$ cat config.mk
export PLATFORM = sky130hd
export DESIGN_NAME = shared_addsub_rr_flat
export DESIGN_NICKNAME = d
export VERILOG_FILES = /design/src/rtl/shared_addsub_rr_if.sv /design/src/rtl/shared_addsub_rr.sv /design/src/flat_wrapper.sv
export SDC_FILE = /design/constraint.sdc
export NUM_CORES = 1
export LEC_CHECK = 0
export ABC_AREA = 1
export CAP_MARGIN = 25
export CORE_MARGIN = 2
export CORE_UTILIZATION = 41
export DETAILED_ROUTE_END_ITERATION = 8
export DONT_BUFFER_PORTS = 1
export MAX_ROUTING_LAYER = met4
export SYNTH_ARGS = -nofsm -noshare
export SYNTH_HDL_FRONTEND = slang
export SYNTH_SLANG_ARGS = --single-unit
$ cat constraint.sdc
create_clock -name clk -period 3.64 [get_ports clk]
set_input_delay 1.092 -clock clk [delete_from_list [all_inputs] [get_ports clk]]
set_output_delay 1.092 -clock clk [all_outputs]
set_load 0.01 [all_outputs]
$ cat src/rtl/shared_addsub_rr_if.sv
// Request/result bus for the shared add/subtract unit: per-channel request
// lanes into the arbiter and a single registered result channel out.
interface shared_addsub_rr_if #(
  parameter int unsigned WIDTH    = 4,
  parameter int unsigned CHANNELS = 4,
  parameter int unsigned CH_W     = 2
);
  logic [CHANNELS-1:0]       req_valid;
  logic [CHANNELS-1:0]       req_ready;
  logic [CHANNELS*WIDTH-1:0] req_a;
  logic [CHANNELS*WIDTH-1:0] req_b;
  logic [CHANNELS-1:0]       req_m;
  logic                      res_valid;
  logic                      res_ready;
  logic [WIDTH-1:0]          res_data;
  logic                      res_cout;
  logic [CH_W-1:0]           res_ch;
  logic                      res_m;

  modport master (
    output req_valid, req_a, req_b, req_m, res_ready,
    input  req_ready, res_valid, res_data, res_cout, res_ch, res_m
  );

  modport slave (
    input  req_valid, req_a, req_b, req_m, res_ready,
    output req_ready, res_valid, res_data, res_cout, res_ch, res_m
  );
endinterface

$ cat src/rtl/shared_addsub_rr.sv
// One WIDTH-bit adder/subtractor time-shared by CHANNELS requesters under a
// round-robin arbiter, feeding a single-entry result buffer with backpressure.
module shared_addsub_rr #(
  parameter int unsigned WIDTH    = 4,
  parameter int unsigned CHANNELS = 4,
  parameter int unsigned CH_W     = 2
) (
  input  logic               clk,
  input  logic               rst_n,
  shared_addsub_rr_if.slave  bus
);

  logic [CH_W-1:0]     ptr;
  logic [CH_W-1:0]     grant_idx;
  logic                grant_any;
  logic                free;
  logic [CHANNELS-1:0] grant_onehot;
  logic [WIDTH-1:0]    op_a;
  logic [WIDTH-1:0]    op_b;
  logic                op_m;
  logic [WIDTH:0]      op_res;
  logic [CH_W-1:0]     ptr_next;
  int unsigned         idx;

  // The buffer may refill in the same cycle it is being drained.
  assign free = !bus.res_valid || bus.res_ready;

  always_comb begin
    grant_any = 1'b0;
    grant_idx = '0;
    idx       = 0;
    for (int unsigned k = 0; k < CHANNELS; k++) begin
      idx = (32'(ptr) + k) % CHANNELS;
      if (!grant_any && bus.req_valid[CH_W'(idx)]) begin
        grant_any = 1'b1;
        grant_idx = CH_W'(idx);
      end
    end
    if (!(free && rst_n)) begin
      grant_any = 1'b0;
    end
  end

  always_comb begin
    grant_onehot = '0;
    if (grant_any) begin
      grant_onehot[grant_idx] = 1'b1;
    end
  end

  assign bus.req_ready = grant_onehot;

  assign op_a = bus.req_a[grant_idx*WIDTH +: WIDTH];
  assign op_b = bus.req_b[grant_idx*WIDTH +: WIDTH];
  assign op_m = bus.req_m[grant_idx];

  // Top bit is carry for add and borrow (a<b) for subtract.
  assign op_res = op_m ? ({1'b0, op_a} - {1'b0, op_b})
                       : ({1'b0, op_a} + {1'b0, op_b});

  assign ptr_next = (grant_idx == CH_W'(CHANNELS - 1)) ? '0 : grant_idx + 1'b1;

  always_ff @(posedge clk or negedge rst_n) begin
    if (!rst_n) begin
      bus.res_valid <= 1'b0;
      bus.res_data  <= '0;
      bus.res_cout  <= 1'b0;
      bus.res_ch    <= '0;
      bus.res_m     <= 1'b0;
      ptr           <= '0;
    end else if (grant_any) begin
      bus.res_valid <= 1'b1;
      bus.res_data  <= op_res[WIDTH-1:0];
      bus.res_cout  <= op_res[WIDTH];
      bus.res_ch    <= grant_idx;
      bus.res_m     <= op_m;
      ptr           <= ptr_next;
    end else if (bus.res_valid && bus.res_ready) begin
      bus.res_valid <= 1'b0;
    end
  end

endmodule

$ cat src/flat_wrapper.sv
// flat-port wrapper written by rule: the top's interface ports become plain ports
module shared_addsub_rr_flat 
#(
  parameter int unsigned WIDTH    = 4,
  parameter int unsigned CHANNELS = 4,
  parameter int unsigned CH_W     = 2
)
  (clk, rst_n, bus_req_valid, bus_req_a, bus_req_b, bus_req_m, bus_res_ready, bus_req_ready, bus_res_valid, bus_res_data, bus_res_cout, bus_res_ch, bus_res_m);
  shared_addsub_rr_if #(.WIDTH(WIDTH), .CHANNELS(CHANNELS), .CH_W(CH_W)) bus_i ();
  input  logic clk;
  input  logic rst_n;
  input wire logic [$bits(bus_i.req_valid)-1:0] bus_req_valid;
  input wire logic [$bits(bus_i.req_a)-1:0] bus_req_a;
  input wire logic [$bits(bus_i.req_b)-1:0] bus_req_b;
  input wire logic [$bits(bus_i.req_m)-1:0] bus_req_m;
  input wire logic [$bits(bus_i.res_ready)-1:0] bus_res_ready;
  output wire logic [$bits(bus_i.req_ready)-1:0] bus_req_ready;
  output wire logic [$bits(bus_i.res_valid)-1:0] bus_res_valid;
  output wire logic [$bits(bus_i.res_data)-1:0] bus_res_data;
  output wire logic [$bits(bus_i.res_cout)-1:0] bus_res_cout;
  output wire logic [$bits(bus_i.res_ch)-1:0] bus_res_ch;
  output wire logic [$bits(bus_i.res_m)-1:0] bus_res_m;
  assign bus_i.req_valid = bus_req_valid;
  assign bus_i.req_a = bus_req_a;
  assign bus_i.req_b = bus_req_b;
  assign bus_i.req_m = bus_req_m;
  assign bus_i.res_ready = bus_res_ready;
  assign bus_req_ready = bus_i.req_ready;
  assign bus_res_valid = bus_i.res_valid;
  assign bus_res_data = bus_i.res_data;
  assign bus_res_cout = bus_i.res_cout;
  assign bus_res_ch = bus_i.res_ch;
  assign bus_res_m = bus_i.res_m;
  shared_addsub_rr #(.WIDTH(WIDTH), .CHANNELS(CHANNELS), .CH_W(CH_W)) u_core (.clk(clk), .rst_n(rst_n), .bus(bus_i));
endmodule
======== After elaboration in Yosys (flattened, before gate mapping) ========
Index checks and enable logic that the tools add are counted.
W data, S select, Z words.
word-level totals
  bits in registers ....................... 11
  ROM bits ................................ 0
  bits in writable memories ............... 0
  logic and storage cells ................. 59
  memories kept ........................... 0
  bits in latches ......................... 0
operators by class
  reductions and logical operators ........ 12
  shifts and indexed selects .............. 2
  multiply operators ...................... 0
  bitwise gates (word level) .............. 0
  order comparisons ....................... 6
  muxes and demuxes ....................... 26
  div/mod/pow operators ................... 0
  equality and inequality tests ........... 1
  $add $sub $neg .......................... 6
operators with widths
  kind                   count
  $shiftx A16 B5 Y4      2
  $lt A2 B3 Y1 const B   5
  $mux W1                13
  $bmux W1 S2            5
  $mux W2                5
  $logic_and A1 B1 Y1    6
  $add A4 B4 Y5          1
  $mux W5                1
  $sub A4 B4 Y5          1
  $add A2 B1 Y2 const B  2
  $add A2 B2 Y2 const B  2
  $logic_not A1 Y1       4
  $mux W4                1
  $demux W1 S2           1
  $eq A2 B2 Y1 const B   1
  $ge A2 B1 Y1 const B   1
  $reduce_bool A2 Y1     1
  $logic_or A1 B1 Y1     1

======== Logic depth before layout (Yosys ltp) ========
  depth in word-level cells ............... 17
  depth in mapped cells ................... 25
  mapped depth without buffers ............ 23

======== Least setup slack after synthesis ========
Ideal clock, no wire load.
  kind .................................... input port to output port
  start ................................... in bus_req_valid[3]
  end ..................................... out bus_req_ready[0]
  stages .................................. 12
  buffers on the path ..................... 2
  arrival ................................. 2.392 ns
  setup slack ............................. 0.156 ns
  data required time ...................... 2.548 ns
  cell sequence ........................... inv_1 nand2_1 nand3_1 nand2_2 nor2_4 nand3_4 nand3_4 buf_6 buf_4 ha_1 inv_1 nor2_1
on the way
  longest elaborated chain between the ends .. 17
  elaborated cells between the ends (all ways) .. 29
  those cells by class .................... order compare: 2; mux: 20; reduce/logical: 7
ends and longest elaborated chain
  item                                                                RTL line                source
  from (decl)                                                         flat_wrapper.sv:12      input wire logic [$bits(bus_i.req_valid)-1:0] bus_req_valid;
  $bmux W1 S2                                                         shared_addsub_rr.sv:34  if (!grant_any && bus.req_valid[CH_W'(idx)]) begin
  $mux W1 (not written as such)                                       shared_addsub_rr.sv:34
  $mux W1                                                             shared_addsub_rr.sv:34
  $logic_not A1 Y1                                                    shared_addsub_rr.sv:34
  $logic_and A1 B1 Y1                                                 shared_addsub_rr.sv:34
  $mux W1                                                             shared_addsub_rr.sv:34
  $logic_not A1 Y1                                                    shared_addsub_rr.sv:34
  $logic_and A1 B1 Y1                                                 shared_addsub_rr.sv:34
  $mux W1                                                             shared_addsub_rr.sv:34
  $logic_not A1 Y1                                                    shared_addsub_rr.sv:34
  $logic_and A1 B1 Y1                                                 shared_addsub_rr.sv:34
  $mux W2                                                             shared_addsub_rr.sv:34
  $lt A2 B3 Y1 (not written as such) or $ge A2 B1 Y1 (tied branches)  shared_addsub_rr.sv:47  grant_onehot[grant_idx] = 1'b1;
  $logic_and A1 B1 Y1 (not written as such)                           shared_addsub_rr.sv:47
  $mux W1 (not written as such)                                       shared_addsub_rr.sv:47
  $demux W1 S2                                                        -
  $mux W4 *                                                           shared_addsub_rr.sv:46  if (grant_any) begin
  to (decl)                                                           flat_wrapper.sv:17      output wire logic [$bits(bus_i.req_ready)-1:0] bus_req_ready;
Every way passes the cells marked *; elsewhere a longest branch is shown, timed or not. The select of a mux whose other input is x is not followed.

======== Worst setup path after layout ========
  start ................................... in bus_req_valid[1]
  end ..................................... out bus_req_ready[2]
The elaborated chain is that of the path after synthesis.

==> results_dict.tcl <==
set metrics [dict create \
    htree_levels 1 \
    die_x_um 62.2 \
    nets 274 \
    start_util_pct 42.2 \
    cp_slowest_cell "buf_4" \
    dp.cells 257 \
    grt_pass1_wl_mm 4.83 \
    tightest_slew_ps 489 \
    grt_pass1_vias 1107 \
    ys_warn_count 0 \
    overflow 0 \
    cts_made_buffers 3 \
    rsz0062_at_grt "true" \
    multi_input_area_um2 972 \
    cp_cell_sequence "inv_1, nand2_1, nand3_1, nand2_2, nor2_4, nand3_4, nand3_4, buf_4, ha_1, inv_1, nor2_2" \
    vias 1275 \
    antenna_found_initial 0 \
    coreArea_mm2 0.00328 \
    drt_wl_total_mm 2.91 \
    status "complete, no violations" \
    synth_area_mm2 0.00139 \
    crit_family "simple AND/OR/NAND/NOR gates" \
    min_period_ps 3500 \
    finalCoreUtilization_pct 47.7 \
    clockRootBuffer "clkbuf_4" \
    area_growth_pct 12.9 \
    fin_crit_sh_pct 96.2 \
    endpoint_kind "output pin" \
    path_buf_inv 3 \
    avgSynthCellArea_um2 6.70 \
    cts_sinks 11 \
    drt_pass1_iterations 4 \
    ys_seq_area_share_pct 19.9 \
    grt_usage_pct 15.2 \
    required_ps 2550 \
    antenna_left 0 \
    fin_tns_setup_ps 0 \
    vias_per_cell 4.79 \
    io_buffers 0 \
    hold_buffers 0 \
    clock_path_buffers 2 \
    worstPathArrival_ps 2410 \
    antenna_cells 0 \
    dp.final_hpwl_mm 2.34 \
    worst_clock_skew_ps 2.78 \
    r2r_setup_slack_ps 470 \
    final-hold-violation-count 0 \
    max_slew_margin_pct 67.4 \
    drt_iter0_markers 35 \
    hold_path_class "input pin to async pin" \
    worstSetupPathType "input pin to output pin" \
    regArea_um2 275 \
    setup_viol_count_final 0 \
    pin_count 56 \
    die_h_um 62.2 \
    wl_per_cell_um 10.9 \
    maxCapViolCount 0 \
    crit_fanout 12 \
    clock.fmax_ghz 0.286 \
    nFillCells 351 \
    tritoncts "built" \
    drive_gt1_share_pct 26.8 \
    drcViolationCount 0 \
    die_area_mm2 0.00386 \
    cpPeakStageDelay_ps 210 \
    yosysUniqueCellTypes 30 \
    drv_slew 0 \
    synth.net_count 260 \
    layout.cells.non_filler 266 \
    clk_pin_slew_worst_paths_ps 70 \
    ys_ff_latch 11 \
    start_kind "input pin" \
    fin_ws_ps 138 \
    place_ws_ps 14.2 \
    syn-instance-count 207 \
    grt_max_degree 15 \
    rows 21 \
    gp_congestion 0.859 \
    clock_latency_ps 260 \
]
==> path summary, 6_finish.rpt <==
path                                           to  cells after the start              startpoint
max                              bus_req_ready[2]                     11        bus_req_valid[1]
min                          u_core.bus.res_valid                      0                   rst_n
max reg2reg                   u_core.bus.res_cout                     22           u_core.ptr[0]
min reg2reg                u_core.bus.res_data[1]                      2  u_core.bus.res_data[1]
max in group asynchronous  u_core.bus.res_data[3]                      0                   rst_n
min in group clk           u_core.bus.res_data[1]                      2  u_core.bus.res_data[1]
==> area by class of cell <==
cell class / instances / area share, %
multi-input cells: 165 / 62.1
flip-flops and latches: 11 / 17.6
repair buffers: 16 / 8.47
inverters: 24 / 6.47
well taps: 46 / 3.68
clock buffers: 4 / 1.68
==> worst register-to-register path, delay by kind of cell (launching register included) <==
family          cells  cell delay [ps]
flops               1              650
simple gates       14             1160
compound gates      3              540
buf+inv             3              330
xor+xnor            1              120
fa+ha+maj           1              290
==> registers in the layout, indices dropped and copies added, names as in the netlist <==
register	flops
u_core.bus.res_ch	2
u_core.bus.res_cout	1
u_core.bus.res_data	4
u_core.bus.res_m	1
u_core.bus.res_valid	1
u_core.ptr	2
==> Yosys cell counts <==
master | count | share of area (%)
nor2_4 | 1 | 0.81
a31oi_1 | 1 | 0.45
buf_6 | 3 | 2.4
buf_4 | 1 | 0.54
nand2_1 | 73 | 20
xor2_1 | 1 | 0.63
nand3_1 | 15 | 5.4
dfrtp_1 | 11 | 20
nand4_1 | 4 | 1.8
clkbuf_1 | 1 | 0.27
a21boi_0 | 1 | 0.54
nand3_2 | 7 | 5.1
a32o_1 | 1 | 0.72
nor2_2 | 1 | 0.45
xnor2_1 | 3 | 1.9
inv_8 | 1 | 0.81
nand2_2 | 15 | 6.8
inv_1 | 17 | 4.6
clkinv_2 | 1 | 0.36
a32oi_1 | 3 | 1.9
nand2_4 | 3 | 2.4
a21o_1 | 1 | 0.54
ha_1 | 9 | 8.1
a21oi_1 | 5 | 1.8
fa_1 | 1 | 1.4
nand3_4 | 2 | 2.5
inv_2 | 5 | 1.4
buf_2 | 2 | 0.72
o21ai_0 | 12 | 4.3
nor2_1 | 6 | 1.6
==> metrics by stage <==
step | cell area, um^2 | hold slack, ps
after floorplan | 1390 | 515
after CTS | 1510 | 511
after detailed placement | 1480 | 534
after global routing | 1570 | 502
after global placement | 1480 | 532
final | 1570 | 520
==> timing repair <==
action / CTS / global route
setup buffers: 0 / 5
resized for setup: 0 / 6
setup endpoints to repair: 0 / 6
==> kinds of logic (layout without fill, tap and decap cells) <==
family | after synthesis | in the layout | share of synthesized area (%)
compound gates | 24 | 24 | 10.3
xor+xnor | 4 | 4 | 2.53
flops | 11 | 11 | 19.9
fa+ha+maj | 10 | 10 | 9.57
simple gates | 127 | 127 | 46.7
buf+inv | 31 | 44 | 11.1
==> placed cells by master, fill, tap and decap left out, types with 2 or more instances in the layout <==
master / count
a21oi_1: 5
a32oi_1: 3
buf_4: 15
clkbuf_4: 3
dfrtp_1: 11
ha_1: 9
inv_1: 17
inv_2: 4
nand2_1: 73
nand2_2: 15
nand2_4: 3
nand3_1: 15
nand3_2: 7
nand3_4: 2
nand4_1: 4
nor2_1: 2
nor2_2: 4
nor2_4: 2
o21ai_0: 12
xnor2_1: 3
==> layer usage <==
metal	part of all wire (%)	GRT usage [%]
met2	43	23.1
met4	0.48	3.33
met3	5.2	2.90
met1	51	21.2
met5	0	-
Power is left out: the tool's default activity adds up to more than one toggle a clock period on the data nets, which glitch-free logic cannot reach.
